## src/rtl/junsigned_seq_divider.sv

```systemverilog
// junsigned_seq_divider
//   Sequential unsigned restoring divider. A 2W-bit dividend is divided by a
//   W-bit divisor, giving one quotient bit per clock. The results satisfy
//   dividend = quotient*divisor + remainder.
//
//   Optional build macro: DIV_ERR_FAST_EN
//     defined   - operations flagged as errors (divide-by-zero or quotient
//                 overflow) skip the CALC phase. done follows the start edge
//                 after one cycle.
//     undefined - every operation walks all W CALC cycles, so the latency is
//                 always W+1 cycles.
//
// Handshake (start / busy / done):
//   start is sampled only while the FSM is IDLE. On that edge the operands are
//   captured and busy rises. busy stays high through the CALC cycles. done is
//   high for exactly one cycle (the DONE state). In that cycle busy is low and
//   quotient/remainder/err already show the new values. start while busy or
//   during DONE is dropped, not queued. A start in the IDLE cycle right after
//   done is accepted. quotient, remainder and err only change on the edge that
//   enters DONE, and they hold their values at all other times.

module junsigned_seq_divider #(
  parameter int W = 4
) (
  input  logic           clk,
  input  logic           rst_n,
  input  logic           start,
  input  logic [2*W-1:0] dividend,
  input  logic [W-1:0]   divisor,
  output logic           busy,
  output logic           done,
  output logic [W-1:0]   quotient,
  output logic [W-1:0]   remainder,
  output logic           err
);

  localparam int IW = (W > 1) ? $clog2(W) : 1;

  typedef enum logic [1:0] {
    S_IDLE = 2'd0,
    S_CALC = 2'd1,
    S_DONE = 2'd2
  } state_t;

  state_t state;
  state_t state_next;

  // Operation context captured on the start edge
  logic [W-1:0]  dvd_lo;   // low half of the dividend, consumed bit by bit
  logic [W-1:0]  dvs_r;    // captured divisor
  logic [W:0]    p_r;      // partial remainder, one bit wider than divisor
  logic [W-1:0]  q_acc;    // quotient bits collected so far, MSB first
  logic [IW-1:0] idx;      // index of the dividend bit brought in next
  logic          err_r;    // operation was flagged as an error at start

  // Combinational step signals
  logic [W:0]    p_shift;
  logic [W:0]    p_step;
  logic          q_bit;
  logic          last_step;
  logic          op_err;
  logic          accept;

  // Error classification of the operands currently on the inputs
  always_comb begin
    op_err = 1'b0;
    if ((divisor == '0) || (dividend[2*W-1:W] >= divisor)) begin
      op_err = 1'b1;
    end
  end

  // One restoring step: shift in the next dividend bit, then trial-subtract
  always_comb begin
    p_shift   = {p_r[W-1:0], dvd_lo[idx]};
    p_step    = p_shift;
    q_bit     = 1'b0;
    last_step = (idx == '0);
    if (p_shift >= {1'b0, dvs_r}) begin
      p_step = p_shift - {1'b0, dvs_r};
      q_bit  = 1'b1;
    end
  end

  assign accept = (state == S_IDLE) && start;

  // FSM state register
  always_ff @(posedge clk or negedge rst_n) begin
    if (!rst_n) begin
      state <= S_IDLE;
    end else begin
      state <= state_next;
    end
  end

  // FSM next-state logic and status outputs
  always_comb begin
    state_next = state;
    busy       = 1'b0;
    done       = 1'b0;
    unique case (state)
      S_IDLE: begin
        if (start) begin
`ifdef DIV_ERR_FAST_EN
          state_next = op_err ? S_DONE : S_CALC;
`else
          state_next = S_CALC;
`endif
        end
      end
      S_CALC: begin
        busy = 1'b1;
        if (last_step) begin
          state_next = S_DONE;
        end
      end
      S_DONE: begin
        done       = 1'b1;
        state_next = S_IDLE;
      end
      default: begin
        state_next = S_IDLE;
      end
    endcase
  end

  // Operand capture and iteration registers
  always_ff @(posedge clk or negedge rst_n) begin
    if (!rst_n) begin
      dvd_lo <= '0;
      dvs_r  <= '0;
      p_r    <= '0;
      q_acc  <= '0;
      idx    <= '0;
      err_r  <= 1'b0;
    end else if (accept) begin
      dvd_lo <= dividend[W-1:0];
      dvs_r  <= divisor;
      p_r    <= {1'b0, dividend[2*W-1:W]};
      q_acc  <= '0;
      idx    <= IW'(W - 1);
      err_r  <= op_err;
    end else if (state == S_CALC) begin
      p_r    <= p_step;
      q_acc  <= {q_acc[W-2:0], q_bit};
      idx    <= idx - 1'b1;
    end
  end

  // Result registers: written only on the edge that enters DONE
  always_ff @(posedge clk or negedge rst_n) begin
    if (!rst_n) begin
      quotient  <= '0;
      remainder <= '0;
      err       <= 1'b0;
    end else begin
`ifdef DIV_ERR_FAST_EN
      if (accept && op_err) begin
        quotient  <= '1;
        remainder <= dividend[W-1:0];
        err       <= 1'b1;
      end
`endif
      if ((state == S_CALC) && last_step) begin
        err <= err_r;
        if (err_r) begin
          quotient  <= '1;
          remainder <= dvd_lo;
        end else begin
          quotient  <= {q_acc[W-2:0], q_bit};
          remainder <= p_step[W-1:0];
        end
      end
    end
  end

endmodule

```

## config.mk

```make
export PLATFORM = sky130hd
export DESIGN_NAME = junsigned_seq_divider
export DESIGN_NICKNAME = d
export VERILOG_FILES = /design/src/rtl/junsigned_seq_divider.sv
export SDC_FILE = /design/constraint.sdc
export NUM_CORES = 1
export LEC_CHECK = 0
export BUFFER_PORTS_ARGS = -buffer_cell sky130_fd_sc_hd__buf_2
export CAP_MARGIN = 30
export CORE_ASPECT_RATIO = 1.75
export CORE_MARGIN = 2
export CORE_UTILIZATION = 24
export CTS_CLUSTER_DIAMETER = 200
export DETAILED_ROUTE_END_ITERATION = 7
export MAX_ROUTING_LAYER = met4
export SLEW_MARGIN = 20
export SYNTH_ARGS = -nofsm -noshare
export SYNTH_HDL_FRONTEND = slang
export SYNTH_SLANG_ARGS = --single-unit
```

## constraint.sdc

```tcl
create_clock -name clk -period 4.7 [get_ports clk]
set_input_delay 0.705 -clock clk [delete_from_list [all_inputs] [get_ports clk]]
set_output_delay 0.705 -clock clk [all_outputs]
set_load 0.02 [all_outputs]
```

==> results.txt <==
The run finished with clean final reports. The number of DRC violations after detailed-routing iteration 0 is 36, and the count of cell types in the netlist is 35. The setup TNS came out at 0 ns. At the pin with the least slew margin, the transition time is 0.787 ns.

The later pin in the worst-skew pair is clocked with a latency of 0.28 ns. In the final routed layout, each cell accounts on average for 13.2 µm. From left edge to right edge, the die measures 64.6 µm. The area share of the largest cell type after synthesis came out at 47.1%.

Final antenna-violating net count: 0. After the last flow step, the layout net total stands at 207. TritonCTS created 5 clock buffers. The routed design has 3470 µm of wire.

Async set-or-reset flop fraction in the synthesized netlist: 100%. TritonCTS built the clock tree. The final-report hold violation count came out at 0. The worst setup path is captured at a flop.

Timing-limited maximum frequency: 0.455 GHz. Max-cap violations in this run came to 0. The number of global-route vias before repair was 1,220. The max-slew violation count is 0, and the share of synthesized area occupied by flip-flops and latches is 47.1%. The cell family contributing the most delay on the critical path is multiplexers. Number of primary I/O pins: 26. The worst path needs 2.20 ns of the cycle, external delays included.

The number of antenna diodes in the final layout is 0. The number of nets in the synthesized netlist is 178. At the worst endpoint, the arrival time is 2.34 ns. Along the worst path, the maximum fanout reaches 4.

Fill cells in the final layout number 656. The signal on the critical path passes through mux4_2 -> inv_1 -> ha_1 -> nand2b_1 -> nand2_1 -> a21oi_4 -> mux2i_1 -> o221ai_1. The HPWL reported at the end of detailed placement was 2800 µm; the total buffers and inverters traversed by the critical path was 1.

The floorplan step defined a core boundary enclosing 6230 µm². The congestion estimate from routability-driven global placement came to 0.884. Overall die area: 7110 µm². The count of TritonRoute iterations in the first routing pass was 4; the post-CTS setup-driven buffer insertion count was 0. After detailed routing, the number of vias per cell comes to 4.57.

Counting flops with a built-in enable in the synthesized netlist gives 0. The cell area after placement is 1750 µm². The kind of critical path was flop to flop. Entering global routing, the biggest net connects 30 pins.

The logs give 153 for the number of instances in the synthesized netlist and 29 for the clock sink count. Summing all non-filler instances in the final layout gives an area of 1840 µm². The tools report the overflow left after global routing as 0.

The clock transition time at the flip-flop clock pins of the worst setup and hold paths is 0.07 ns. In the post-synthesis netlist, the biggest area contributors are sky130_fd_sc_hd__dfrtp_1, sky130_fd_sc_hd__ha_1, sky130_fd_sc_hd__o21ai_0. The vertical die dimension is 110 µm, and the total routing resource utilization after global routing is 11.3%.

The run gives 1540 µm² as the post-synth design cell area. The tree is rooted in a sky130_fd_sc_hd__clkbuf_8. Relative slew slack: 47.4%. The slowest stage of the critical path belongs to the cell sky130_fd_sc_hd__mux4_2. The ratio of final minimum period to clock period is 46.8%. Compared with the post-synthesis result, the final layout area differs by 19.2%. For this run, the leading register cell type out of synthesis is sky130_fd_sc_hd__dfrtp_1. VDD sags by at most 328 µV. The number of antenna violations at the first check in global routing was 0.

The leakage power total came out at 0.859 nW. The effective utilization at floorplan was 24.7%. The worst min-delay path class is input port to async pin. Share of cells above drive strength 1: 25.7%. No sink is reached through more buffers than the 2 on the longest clock path. STA puts the critical path data required time at 4.84 ns. The number of cells upsized or downsized after cts is 0, and the worst clock skew is 0.00603 ns. Yosys printed 0 warnings. Launching element type of the critical path: a flop. Detailed routing inserted a total of 1,201 vias. The commonest cells after synthesis are sky130_fd_sc_hd__dfrtp_1, sky130_fd_sc_hd__nand2_1, sky130_fd_sc_hd__o21ai_0. Final hold analysis gives a worst-case slack of 0.445 ns.

The run gives 2 as the CTS H-tree depth. By instance count, the leading cell after synthesis is sky130_fd_sc_hd__dfrtp_1. The quantity of hold-fixing buffers added after cts was 0; the power per standard cell area was 785 nW/µm². The synthesized flop and latch total works out to 29. For this run, the slowest stage of the critical path takes 0.53 ns. The total of buffers placed on input and output ports was 25. Setup repair after global routing left no endpoint under its margin. The mean area per synthesized cell was 10.1 µm². The first global-routing pass estimated 5870 µm of wire. The cell type with the largest total area after synthesis was sky130_fd_sc_hd__dfrtp_1. The run gives 0 as the post-detailed-route DRC marker count. The logs give 38 for the number of rows in the core area and 0 for the final-report setup violation count.
==> per-stage QoR <==
stage / std cells / power (mW) / setup slack [ns] / util (%)
after floorplan: 153 / 1.04 / 2.68 / -
after global placement: 255 / 1.24 / 2.54 / 28.1
after detailed placement: 255 / 1.25 / 2.52 / 28.1
after CTS: 263 / 1.46 / 2.51 / 29.5
after global routing: 263 / 1.57 / 2.39 / 29.5
final: 263 / 1.44 / 2.50 / 29.5
==> placed cells by master (no fill, tap or decap), types with 2 or more instances in the layout <==
cell type | synthesis | layout
sky130_fd_sc_hd__ha_1 | 9 | 9
sky130_fd_sc_hd__a22o_1 | 3 | 3
sky130_fd_sc_hd__clkbuf_8 | 0 | 5
sky130_fd_sc_hd__and3_1 | 2 | 2
sky130_fd_sc_hd__mux2_2 | 6 | 6
sky130_fd_sc_hd__inv_1 | 14 | 14
sky130_fd_sc_hd__nand2b_1 | 5 | 5
sky130_fd_sc_hd__a21oi_1 | 11 | 11
sky130_fd_sc_hd__clkinv_2 | 0 | 2
sky130_fd_sc_hd__o22ai_1 | 3 | 3
sky130_fd_sc_hd__nor2_1 | 12 | 12
sky130_fd_sc_hd__nand2_1 | 16 | 16
sky130_fd_sc_hd__buf_2 | 3 | 25
sky130_fd_sc_hd__dfrtp_1 | 29 | 29
sky130_fd_sc_hd__inv_2 | 2 | 2
sky130_fd_sc_hd__o21ai_0 | 15 | 15
sky130_fd_sc_hd__nor4_1 | 3 | 3
==> where the power goes <==
part	switching, mW	internal (mW)
logic	0.436	0.323
clock network	0.0992	0.102
registers	0.106	0.376
total	0.641	0.801
==> state kept, by name, indices dropped and copies added (netlist names) <==
signal	count
dvd_lo	4
dvs_r	4
p_r	4
quotient	4
remainder	4
q_acc	3
idx	2
state	2
err	1
err_r	1
==> path summary, 6_finish.rpt <==
kind | start | end | slack [ns] | cells after the start
worst max-delay path | idx[0] | remainder[2] | 2.50 | 8
worst min-delay path | rst_n | err | 0.45 | 1
worst max register to register | idx[0] | remainder[2] | 2.50 | 8
worst min register to register | quotient[3] | quotient[3] | 0.46 | 2
max in group asynchronous | rst_n | p_r[1] | 3.82 | 1
min in group clk | quotient[3] | quotient[3] | 0.46 | 2
==> layout make-up <==
| class | instances | area, µm² | area share (%) |
|---|---|---|---|
| Clock inverter | 3 | 17.5 | 0.953 |
| Inverter | 16 | 60.1 | 3.27 |
| Multi-Input combinational cell | 105 | 741 | 40.3 |
| Timing Repair Buffer | 25 | 125 | 6.81 |
| Clock buffer | 5 | 68.8 | 3.74 |
| Sequential cell | 29 | 726 | 39.5 |
| Tap cell | 80 | 100 | 5.45 |
==> worst register-to-register path, delay by kind of cell (launching register included) <==
| family | cells | cell delay (ns) |
|---|---|---|
| adder cells (fa/ha/maj) | 1 | 0.13 |
| AO/OA/AOI/OAI | 2 | 0.37 |
| AND/OR/NAND/NOR | 2 | 0.25 |
| buffers and inverters | 1 | 0.07 |
| flip-flops | 1 | 0.40 |
| multiplexers | 2 | 0.85 |
==> layer usage <==
metal  part of all wire, %  routed length [µm]  track usage (%)
met3                   2.9                 100             1.93
met1                    41                1430             12.4
met5                     0                   0                -
met2                    51                1780             18.5
met4                   4.8                 167             7.75
==> cell families (layout without fill, tap and decap cells) <==
kind of cell             after synthesis  count (layout)  share of synthesized area (%)
buffers and inverters                 19              49                           4.87
AND/OR/NAND/NOR                       43              43                           14.0
multiplexers                           9               9                           7.47
adder cells (fa/ha/maj)               10              10                           8.60
flip-flops                            29              29                           47.1
XOR/XNOR                               1               1                          0.568
AO/OA/AOI/OAI                         42              42                           17.5
(Power assumes the default switching activity.)
